$ cat config.mk
export PLATFORM = sky130hd
export DESIGN_NAME = led_blink_driver_flat
export DESIGN_NICKNAME = d
export VERILOG_FILES = /design/src/rtl/led_blink_driver_if.sv /design/src/rtl/led_blink_driver.sv /design/src/flat_wrapper.sv
export SDC_FILE = /design/constraint.sdc
export NUM_CORES = 1
export LEC_CHECK = 0
export ABC_CLOCK_PERIOD_IN_PS = 3700
export CORE_MARGIN = 3
export CORE_UTILIZATION = 56
export DETAILED_ROUTE_END_ITERATION = 6
export GPL_TIMING_DRIVEN = 0
export PLACE_DENSITY_LB_ADDON = 0.25
export SYNTH_ARGS = -nofsm -noshare
export SYNTH_HDL_FRONTEND = slang
export SYNTH_SLANG_ARGS = --single-unit
$ cat constraint.sdc
create_clock -name clk_div -period 3.7 [get_ports clk_div]
set_input_delay 0.37 -clock clk_div [delete_from_list [all_inputs] [get_ports clk_div]]
set_output_delay 0.37 -clock clk_div [all_outputs]
set_load 0.02 [all_outputs]
$ cat src/rtl/led_blink_driver_if.sv
// ============================================================================
// Module      : led_blink_driver_if
// Description : Request/status bundle between core control and the LED driver.
// Revision    : 1.0 - initial release
// ============================================================================
`default_nettype none

interface led_blink_driver_if #(
    parameter int PEND_W = 4,
    parameter int CNT_W  = 16
);
    logic              ledBlink;
    logic              clr_ovf;
    logic              led;
    logic              busy;
    logic [PEND_W-1:0] pending;
    logic              overflow;
    logic [CNT_W-1:0]  blink_count;

    modport master (
        output ledBlink, clr_ovf,
        input  led, busy, pending, overflow, blink_count
    );

    modport slave (
        input  ledBlink, clr_ovf,
        output led, busy, pending, overflow, blink_count
    );
endinterface

`default_nettype wire

$ cat src/rtl/led_blink_driver.sv
// ============================================================================
// Module      : led_blink_driver
// Description : Turns ledBlink request cycles into queued, fixed-length LED
//               pulses separated by a fixed dark gap.
// Revision    : 1.0 - initial release
// ============================================================================
`default_nettype none

module led_blink_driver #(
    parameter int ON_CYCLES  = 1000000,
    parameter int OFF_CYCLES = 1000000,
    parameter int PEND_W     = 4,
    parameter int CNT_W      = 16
) (
    input  wire logic         clk_div,
    input  wire logic         rst,
    led_blink_driver_if.slave bus
);

    localparam int C_MAX_CYCLES = (ON_CYCLES > OFF_CYCLES) ? ON_CYCLES : OFF_CYCLES;
    localparam int PH_W         = $clog2(C_MAX_CYCLES) + 1;

    localparam logic [PH_W-1:0]   c_PHASE_ONE = PH_W'(1);
    localparam logic [PH_W-1:0]   c_ON_LAST   = PH_W'(ON_CYCLES);
    localparam logic [PH_W-1:0]   c_OFF_LAST  = PH_W'(OFF_CYCLES);
    localparam logic [PEND_W-1:0] c_PEND_ONE  = PEND_W'(1);
    localparam logic [PEND_W-1:0] c_PMAX      = {PEND_W{1'b1}};
    localparam logic [CNT_W-1:0]  c_CNT_ONE   = CNT_W'(1);

    typedef enum logic [1:0] {
        ST_IDLE = 2'd0,
        ST_ON   = 2'd1,
        ST_GAP  = 2'd2
    } state_t;

    state_t            r_state;
    logic [PH_W-1:0]   r_phase;
    logic              r_led;
    logic [PEND_W-1:0] r_pending;
    logic              r_overflow;
    logic [CNT_W-1:0]  r_blinkCount;

    state_t            w_stateNext;
    logic [PH_W-1:0]   w_phaseNext;
    logic              w_dec;
    logic              w_done;
    logic              w_drop;
    logic              w_inc;
    logic [PEND_W-1:0] w_pendingNext;

    // Next-state logic; w_dec marks the cycle a queued blink is started.
    always_comb begin
        w_stateNext = r_state;
        w_phaseNext = r_phase;
        w_dec       = 1'b0;
        w_done      = 1'b0;
        case (r_state)
            ST_IDLE: begin
                if (r_pending != '0) begin
                    w_stateNext = ST_ON;
                    w_phaseNext = c_PHASE_ONE;
                    w_dec       = 1'b1;
                end
            end
            ST_ON: begin
                if (r_phase == c_ON_LAST) begin
                    w_stateNext = ST_GAP;
                    w_phaseNext = c_PHASE_ONE;
                    w_done      = 1'b1;
                end else begin
                    w_phaseNext = r_phase + c_PHASE_ONE;
                end
            end
            ST_GAP: begin
                if (r_phase == c_OFF_LAST) begin
                    if (r_pending != '0) begin
                        w_stateNext = ST_ON;
                        w_phaseNext = c_PHASE_ONE;
                        w_dec       = 1'b1;
                    end else begin
                        w_stateNext = ST_IDLE;
                        w_phaseNext = '0;
                    end
                end else begin
                    w_phaseNext = r_phase + c_PHASE_ONE;
                end
            end
            default: begin
                w_stateNext = ST_IDLE;
                w_phaseNext = '0;
            end
        endcase
    end

    // A full queue still accepts a request in the cycle a slot is freed.
    always_comb begin
        w_drop        = bus.ledBlink & (r_pending == c_PMAX) & ~w_dec;
        w_inc         = bus.ledBlink & ~w_drop;
        w_pendingNext = r_pending;
        if (w_inc && !w_dec) begin
            w_pendingNext = r_pending + c_PEND_ONE;
        end else if (w_dec && !w_inc) begin
            w_pendingNext = r_pending - c_PEND_ONE;
        end
    end

    always_ff @(posedge clk_div) begin
        if (!rst) begin
            r_state      <= ST_IDLE;
            r_phase      <= '0;
            r_led        <= 1'b0;
            r_pending    <= '0;
            r_overflow   <= 1'b0;
            r_blinkCount <= '0;
        end else begin
            r_state    <= w_stateNext;
            r_phase    <= w_phaseNext;
            r_led      <= (w_stateNext == ST_ON);
            r_pending  <= w_pendingNext;
            r_overflow <= w_drop | (r_overflow & ~bus.clr_ovf);
            if (w_done) begin
                r_blinkCount <= r_blinkCount + c_CNT_ONE;
            end
        end
    end

    assign bus.led         = r_led;
    assign bus.busy        = (r_state != ST_IDLE) || (r_pending != '0);
    assign bus.pending     = r_pending;
    assign bus.overflow    = r_overflow;
    assign bus.blink_count = r_blinkCount;

endmodule

`default_nettype wire

$ cat src/flat_wrapper.sv
// flat-port wrapper written by rule: the top's interface ports become plain ports
module led_blink_driver_flat 
#(
    parameter int ON_CYCLES  = 1000000,
    parameter int OFF_CYCLES = 1000000,
    parameter int PEND_W     = 4,
    parameter int CNT_W      = 16
)
  (clk_div, rst, bus_ledBlink, bus_clr_ovf, bus_led, bus_busy, bus_pending, bus_overflow, bus_blink_count);
  led_blink_driver_if #(.PEND_W(PEND_W), .CNT_W(CNT_W)) bus_i ();
  input  wire logic clk_div;
  input  wire logic rst;
  input wire logic [$bits(bus_i.ledBlink)-1:0] bus_ledBlink;
  input wire logic [$bits(bus_i.clr_ovf)-1:0] bus_clr_ovf;
  output wire logic [$bits(bus_i.led)-1:0] bus_led;
  output wire logic [$bits(bus_i.busy)-1:0] bus_busy;
  output wire logic [$bits(bus_i.pending)-1:0] bus_pending;
  output wire logic [$bits(bus_i.overflow)-1:0] bus_overflow;
  output wire logic [$bits(bus_i.blink_count)-1:0] bus_blink_count;
  assign bus_i.ledBlink = bus_ledBlink;
  assign bus_i.clr_ovf = bus_clr_ovf;
  assign bus_led = bus_i.led;
  assign bus_busy = bus_i.busy;
  assign bus_pending = bus_i.pending;
  assign bus_overflow = bus_i.overflow;
  assign bus_blink_count = bus_i.blink_count;
  led_blink_driver #(.ON_CYCLES(ON_CYCLES), .OFF_CYCLES(OFF_CYCLES), .PEND_W(PEND_W), .CNT_W(CNT_W)) u_core (.clk_div(clk_div), .rst(rst), .bus(bus_i));
endmodule
# Word level (Yosys, flattened, before mapping)

Cells that the tools add are included.

Register bits after elaboration: 45
Latch bits: 0
Memory bits (writable): 0
Bits in read-only memories: 0
Bits of input ports: 4
Output and inout port bits: 23
Memories: 0

Add/subtract/negate cells: 4
Multiply operators: 0
Div/mod/pow operators: 0
Order comparisons: 0
Eq/ne operators: 6
Shift-type cells: 0
Mux-type cells: 17
Bitwise operators: 8
Reductions and logical operators: 9

Operators by type and width:

| operator                                                           | count |
|---|---|
| 21-bit 2-to-1 mux                                                  | 3 |
| 21-bit case mux with 3 select lines                                | 1 |
| 21-bit by 1-bit adder with 21-bit output, second input constant    | 1 |
| 21-bit by 20-bit == test with 1-bit output, second input constant  | 1 |
| 16-bit by 1-bit adder with 16-bit output, second input constant    | 1 |
| 4-bit 2-to-1 mux                                                   | 2 |
| 1-bit 2-to-1 mux                                                   | 6 |
| 2-bit 2-to-1 mux                                                   | 3 |
| 2-bit case mux with 3 select lines                                 | 1 |
| 4-bit by 1-bit adder with 4-bit output, second input constant      | 1 |
| 1-bit bitwise AND                                                  | 4 |
| 2-bit by 1-bit == test with 1-bit output, second input constant    | 2 |
| 4-bit == test, second input constant                               | 1 |
| 2-bit nonzero test                                                 | 2 |
| 4-bit nonzero test                                                 | 1 |
| 4-bit by 1-bit subtractor with 4-bit output, second input constant | 1 |
| 1-bit inverter                                                     | 3 |
| 2-bit == test, second input constant                               | 1 |
| 1-bit logical AND                                                  | 2 |
| 1-bit zero test                                                    | 2 |
| 2-bit zero test                                                    | 1 |
| 2-bit by 1-bit != test with 1-bit output, second input constant    | 1 |
| 1-bit case mux with 2 select lines                                 | 1 |
| 1-bit logical OR                                                   | 1 |
| 1-bit bitwise OR                                                   | 1 |

# Logic depth before layout (Yosys ltp)

Gate-level depths: netlist of run 1.

Word-level depth: 12
Gate-level depth with buffers: 15

# Worst setup path after synthesis of run 1

Ideal clock, no wire load.

Path type: register to register
Start point: reg u_core.r_phase[0]
End point: reg u_core.r_pending[3], in the netlist u_core.bus.pending[3]
Library setup time: 0.076 ns
Arrival time: 2.968 ns
Data required time: 3.624 ns
Path slack: 0.657 ns
Cell stages (with the launch flop): 16
Clock period less this slack: 3.043 ns
Cell sequence: dfxtp_1 > inv_1 > ha_1 > nor4bb_1 > nand4_1 > o21ai_0 > a21oi_1 > nor2b_1 > ha_1 > inv_1 > ha_1 > a21o_1 > a21oi_1 > xnor2_1 > or3_1 > a21boi_0

Word-level cells in the longest chain between the ends: 10

RTL lines:

| element                                      | RTL line                | source |
|---|---|---|
| start: declaration                           | led_blink_driver.sv:37  | `logic [PH_W-1:0] r_phase;` |
| start signal: assignment                     | led_blink_driver.sv:117 | `r_phase <= w_phaseNext;` |
| 21-bit by 20-bit == test with 1-bit output * | led_blink_driver.sv:75  | `if (r_phase == c_OFF_LAST) begin` |
| 1-bit 2-to-1 mux *                           | led_blink_driver.sv:75  |  |
| 1-bit case mux with 2 select lines *         | led_blink_driver.sv:57  | `case (r_state)` |
| 1-bit inverter                               | led_blink_driver.sv:97  | `w_drop = bus.ledBlink & (r_pending == c_PMAX) & ~w_dec;` |
| 1-bit bitwise AND                            | led_blink_driver.sv:97  |  |
| 1-bit inverter                               | led_blink_driver.sv:98  | `w_inc = bus.ledBlink & ~w_drop;` |
| 1-bit bitwise AND                            | led_blink_driver.sv:98  |  |
| 1-bit zero test                              | led_blink_driver.sv:102 | `end else if (w_dec && !w_inc) begin` |
| 1-bit logical AND                            | led_blink_driver.sv:102 |  |
| 2-bit nonzero test (no source line)          | -                       |  |
| end signal: assignment                       | led_blink_driver.sv:119 | `r_pending <= w_pendingNext;` |
| end: declaration                             | led_blink_driver.sv:39  | `logic [PEND_W-1:0] r_pending;` |

Every way passes the cells marked *; elsewhere a longest branch is shown, timed or not.
A chain may end at the register's enable or synchronous reset.

# Worst setup path after layout of run 1

Start point: reg u_core.r_phase[9]
End point: reg u_core.r_pending[3], in the netlist u_core.bus.pending[3]

The elaborated chain is that of the path after synthesis.

==> results.ini, run 1 <==
[run_status]
status=complete, no violations

[clocking]
cts-root-buf=clkbuf_8
cts_tree=built
clk_pin_slew_ps=80
clockBufferDepth=2
h-tree-depth=2
holdBufCountCts=0
clock-sinks=45
cts_setup_buffers=0
cts-buffers-inserted=5
clock_latency_ps=300

[worst_setup_path]
crit_start=u_core.r_phase[9]$_SDFFE_PN0P_
startpoint_type=flop
criticalPathCategory=flop to flop
crit_fanout=5
crit_path_end_kind=flop
cp.required_ps=3930
crit_slowest_cell=nor4bb_1
cp.arrival_ps=3600
crit_chain=nor4bb_1, nand4_1, o21ai_1, a21oi_1, nor2b_1, ha_1, inv_1, ha_1, a21o_1, a21oi_1, xnor2_1, or3_1, a21boi_0
r2r_setup_slack_ps=330
r2r_start=u_core.r_phase[9]$_SDFFE_PN0P_
cp_slowest_stage_delay_ps=550
rr_worst_depth=13

[sta]
clock.fmax_ghz=0.2969
rsz0062_at_grt=false
hold_violations=0
fin_skew_ps=6.008
final.period_utilization_pct=91.03
timing.final.crit_period_ps=3368
setup_viol=0
tns_ps=0
tightest_slew_ps=738.7
final_max_slew_viol_count=0
setup_slack_ps=332.0
relSlewSlack_pct=50.57

[power_and_ir_drop]
power_density_mw_per_mm2=459.8
p_leak_uw=0.001038
ir_worst_vdd_mv=0.4206

[route]
totalWireLength_mm=5.752
firstDrtPassIters=5
wire_per_inst_um=15.34
ant_nets=0
vias=2277
drc=0
drtIter0Drc=148
viasPerCell=6.072

[logic_synthesis]
synth.most_common_cell=dfxtp_1
yosysSeqAreaShare_pct=36.90
synth_edf_count=0
syn_area_mm2=0.002441
synth_top_area_share_pct=36.90
synth_area_leader_cell=dfxtp_1
ys_seq_elements=45
synth-main-ff-cell=dfxtp_1
yosysWarnings=0
netlist_instances=292
syn_avg_cell_area_um2=8.360
synth_cell_types=44
yosys-top-cells-area=dfxtp_1 37%, nand3_1 5.3%, nand2_1 4.2%, nand4_1 4.1%, ha_1 3.1%
async_flop_share_pct=0
synthTopCellsByCount=45 x dfxtp_1, 27 x nand2_1, 26 x nand3_1, 16 x nand4_1, 13 x nor2_1
synth.net_count=303

[grt]
grt_pass1_wl_mm=9.977
antenna_found_initial=0
grt_overflow=0
grt_max_degree=13
grt_usage_pct=24.11
first_global_vias=2158

[placed_design]
dp_hpwl_mm=4.220
post-place-ws_ps=253.6
gp_congestion=0.8936
portBuffers=26

[min_path]
holdPathStages=2
hold_path.class=flop to flop
hp-start=u_core.bus.blink_count[15]$_SDFFE_PN0P_

[die]
dieArea_mm2=0.005188
placementRows=23
die_h_um=72.03
core_area_mm2=0.004115
die_w_um=72.03
initial_core_util_pct=59.32
ios=27

[cells_and_area]
seqCellArea_um2=900.9
n_antenna_cell=0
finalNetCount=336
area_growth_pct=16.76
multi_input_area_mm2=0.001469
layout-drive-gt1-share_pct=5.231
fillCellCount=334

[job]
cap_violations=0

==> per-layer routing <==
metal / track usage, % / part of all wire (%)
met5: 0 / 0
met4: 9.812 / 1.6
met1: 31.52 / 45
met3: 4.709 / 5.4
met2: 39.08 / 48
==> cells in the final DEF, fill, tap and decap left out, types with 8 or more instances in the layout <==
master,n
clkdlybuf4s50_1,26
nand4_1,16
dfxtp_1,45
xor2_1,8
nand2_1,27
a21oi_1,12
o21ai_0,11
and2_1,11
clkbuf_1,9
and3_1,11
nand3_1,26
xnor2_1,8
nand2b_1,10
nor2_1,13
==> state kept, by name, indices dropped and copies added (netlist names) <==
signal / count
u_core.r_state: 2
u_core.r_phase: 21
u_core.bus.blink_count: 16
u_core.bus.pending: 4
u_core.bus.led: 1
u_core.bus.overflow: 1
==> where the power goes <==
part / switching, uW / internal [uW]
Clock: 160 / 148
Combinational: 260 / 189
Sequential: 39.3 / 514
==> worst max-delay path: cells and delay by family, from the launching register on <==
family          cells  cell delay [ps]
compound gates      5              990
xor+xnor            1              100
fa+ha+maj           2              470
buf+inv             1               90
flops               1              390
simple gates        4             1270
==> per-stage QoR <==
step | area [um^2] | power (uW) | utilization, % | hold slack [ps] | instances
6_report | 2850 | 1311 | 69.26 | 471.7 | 375
5_1_grt | 2850 | 1386 | 69.26 | 508.4 | 375
4_1_cts | 2850 | 1320 | 69.26 | 474.7 | 375
3_5_place_dp | 2764 | 1013 | 67.16 | 464.1 | 368
3_3_place_gp | 2764 | 996.0 | 67.16 | 463.1 | 368
2_1_floorplan | 2441 | 879.0 | - | 444.0 | 292
==> final timing paths <==
kind                                                           endpoint
worst max register to register       u_core.bus.pending[3]$_SDFFE_PN0P_
worst min register to register  u_core.bus.blink_count[15]$_SDFFE_PN0P_
worst min-delay path            u_core.bus.blink_count[15]$_SDFFE_PN0P_
worst max-delay path                 u_core.bus.pending[3]$_SDFFE_PN0P_
==> kinds of logic (layout without fill, tap and decap cells) <==
family / after synthesis / count (layout) / share of synthesized area, %
flip-flops: 45 / 45 / 36.90
AND/OR/NAND/NOR: 151 / 151 / 35.16
XOR/XNOR: 16 / 16 / 5.741
AO/OA/AOI/OAI: 48 / 48 / 12.51
buffers and inverters: 18 / 51 / 2.922
multiplexers: 7 / 7 / 2.870
adder cells (fa/ha/maj): 7 / 7 / 3.895
==> repair_timing <==
action	CTS	global route
hold endpoints to repair	0	0
resized for setup	0	1
setup endpoints to repair	0	1
==> cell type report <==
class | instances | share of cell area [%]
Buffer | 11 | 1.580
Clock buffer | 7 | 3.029
Inverter | 7 | 0.9219
Multi-Input combinational cell | 229 | 51.54
Sequential cell | 45 | 31.61
Tap cell | 50 | 2.195
Timing Repair Buffer | 26 | 9.131
No activity file was read; power rests on OpenSTA's default activity.
==> run 2, diff against run 1 <==
--- a/config.mk
+++ b/config.mk
@@ -7,7 +7,8 @@
 export LEC_CHECK = 0
 export ABC_CLOCK_PERIOD_IN_PS = 3700
 export CORE_MARGIN = 3
-export CORE_UTILIZATION = 56
+export CORE_UTILIZATION = 58
+export CTS_BUF_LIST = sky130_fd_sc_hd__clkbuf_8
 export DETAILED_ROUTE_END_ITERATION = 6
 export GPL_TIMING_DRIVEN = 0
 export PLACE_DENSITY_LB_ADDON = 0.25
==> run 2 against run 1 <==
Compared with the run above:
- clock power fell by 5%
- critical path depth rose by 2
- clock skew is 0.68 ps higher
- sequential cell count did not move
- first-iteration DRC count up 42%
- global-route usage decreased by 0.82 points
- design area is 0.22% lower
- combinational power grew 0.9%
- non-clock buffer count unchanged
- critical endpoint unchanged
- highest routed layer unchanged
==> results.ini, run 2 (synthesized netlist as in run 1, its figures left out) <==
[die]
dieArea_mm2=0.005023
ios=27
placementRows=22
initial_core_util_pct=63.34
core_area_mm2=0.003854
die_w_um=70.88
die_h_um=70.88

[clocking]
clockBufferDepth=2
clock_latency_ps=300
cts-buffers-inserted=5
cts_tree=built
clock-sinks=45
cts-root-buf=clkbuf_8
clk_pin_slew_ps=80
h-tree-depth=2

[worst_setup_path]
r2r_setup_slack_ps=320
cp.arrival_ps=3610
rr_worst_depth=15
criticalPathCategory=flop to flop
r2r_start=u_core.r_phase[0]$_SDFFE_PN0P_
cp.required_ps=3930
crit_fanout=7
crit_path_end_kind=flop
startpoint_type=flop
regToRegEndpoint=u_core.bus.pending[3]$_SDFFE_PN0P_

[run_status]
status=complete, no violations

[min_path]
holdPathStages=2
min_to=u_core.bus.blink_count[15]$_SDFFE_PN0P_
hold_path.class=flop to flop
hp-start=u_core.bus.blink_count[15]$_SDFFE_PN0P_

[cells_and_area]
multi_input_area_mm2=0.001469
seqCellArea_um2=900.9
mostFrequentLayoutCells=45 x dfxtp_1, 27 x nand2_1, 26 x nand3_1, 26 x clkdlybuf4s50_1, 16 x nand4_1
area_growth_pct=16.50
fillCellCount=300
finalNetCount=336
layout_commonest_cell=dfxtp_1
layout-drive-gt1-share_pct=5.521
largest_reg_flops=21
n_antenna_cell=0
largest-register=u_core.r_phase

[power_and_ir_drop]
power_density_mw_per_mm2=457.0
p_leak_uw=0.001043
ir_worst_vdd_mv=0.5098

[placed_design]
dp_hpwl_mm=3.902
portBuffers=26
gp_congestion=0.9255

[job]
cap_violations=0

[sta]
tns_ps=0
rsz0062_at_grt=false
final_max_slew_viol_count=0
fin_skew_ps=6.686
relSlewSlack_pct=50.33
clock.fmax_ghz=0.2957
tightest_slew_ps=742.3
setup_viol=0
timing.final.crit_period_ps=3382
holdWs_ps=485.2
final.period_utilization_pct=91.40
hold_violations=0

[grt]
first_global_vias=2147
grt_usage_pct=23.29
antenna_found_initial=0
grt_pass1_wl_mm=9.660
grt_max_degree=14
grt_overflow=0

[route]
firstDrtPassIters=5
vias=2288
totalWireLength_mm=5.539
drc=0
drtIter0Drc=210
viasPerCell=6.118
ant_nets=0
wire_per_inst_um=14.81

[run 2: cell types whose count changed in the layout (fill, tap and decap cells not counted)]
cell and change:
clkbuf_1 -1, clkbuf_8 -1, inv_1 +1, clkinv_2 +2
[run 2: cell type report]
class | instances | area share, %
inverter | 7 | 0.9239
clock inverter | 3 | 0.4839
multi-input combinational | 229 | 51.65
buffer | 11 | 1.584
clock buffer | 5 | 2.420
sequential | 45 | 31.68
tap | 48 | 2.112
timing repair buffer | 26 | 9.151
[run 2: metal layers]
metal | GRT usage (%) | wire length [um]
met1 | 32.89 | 2622
met2 | 35.12 | 2492
met3 | 3.835 | 333
met4 | 10.02 | 91
met5 | 0 | 0
[run 2: worst max-delay path, cell delays in order (launching register included)]
cell      delay [ps]
dfxtp_1          370
inv_1             80
ha_1             140
nor4bb_1         400
nand4_1          250
o21ai_1          350
a21oi_1          150
nor2b_1          130
ha_1             190
inv_1             90
ha_1             280
a21o_1           170
a21oi_1          160
xnor2_1           90
or3_1            300
a21boi_0         160
[run 2: worst max-delay path by stage]
stage                                        start                                  to  slack, ps  depth (start not counted)
floorplan           u_core.r_phase[0]$_SDFFE_PN0P_  u_core.bus.pending[3]$_SDFFE_PN0P_        660                         15
global placement    u_core.r_phase[0]$_SDFFE_PN0P_  u_core.bus.pending[3]$_SDFFE_PN0P_        260                         15
detailed placement  u_core.r_phase[0]$_SDFFE_PN0P_  u_core.bus.pending[3]$_SDFFE_PN0P_        210                         15
CTS                 u_core.r_phase[0]$_SDFFE_PN0P_  u_core.bus.pending[3]$_SDFFE_PN0P_        160                         15
global route        u_core.r_phase[0]$_SDFFE_PN0P_  u_core.bus.pending[3]$_SDFFE_PN0P_         10                         15
finish              u_core.r_phase[0]$_SDFFE_PN0P_  u_core.bus.pending[3]$_SDFFE_PN0P_        320                         15
[run 2: metrics by stage]
step / utilization [%] / std cells / instance area (um^2) / setup slack [ps] / total power [uW]
after floorplan: - / 292 / 2441 / 656.6 / 879.0
after CTS: 73.80 / 374 / 2844 / 157.7 / 1303
after global routing: 73.80 / 374 / 2844 / 14.91 / 1376
final: 73.80 / 374 / 2844 / 318.0 / 1300
after detailed placement: 71.66 / 366 / 2761 / 206.9 / 1011
after global placement: 71.66 / 366 / 2761 / 264.4 / 996.5
[run 2: power by group]
part | leakage, uW | switching (uW) | internal, uW
logic | 0.000629 | 265 | 188
registers | 0.000364 | 38.4 | 514
clock network | 0.0000491 | 166 | 128
[run 2: repair_timing]
| action | in CTS | in global routing |
|---|---|---|
| buffers inserted | 0 | 0 |
| setup endpoints to repair | 0 | 1 |
| resized for setup | 0 | 1 |
| hold buffers | 0 | 0 |
==> run 3, diff against run 2 <==
==> constraint.sdc (replaced) <==
create_clock -name clk_div -period 3.7 [get_ports clk_div]
set_input_delay 0.37 -clock clk_div [delete_from_list [all_inputs] [get_ports clk_div]]
set_output_delay 0.37 -clock clk_div [all_outputs]
set_load 0.1 [all_outputs]
==> results of run 3 <==
The final DEF is identical to that of run 2. Status: complete, no violations.
Main changes from that run: setup slack after layout 318.0 ps -> 309.2 ps; start point of the critical path u_core.r_phase[0]$_SDFFE_PN0P_ -> u_core.bus.pending[0]$_SDFFE_PN0P_; end point of the critical path u_core.bus.pending[3]$_SDFFE_PN0P_ -> bus_busy; total power 1300 uW -> 1446 uW; worst IR drop on VDD 0.5098 mV -> 0.6215 mV
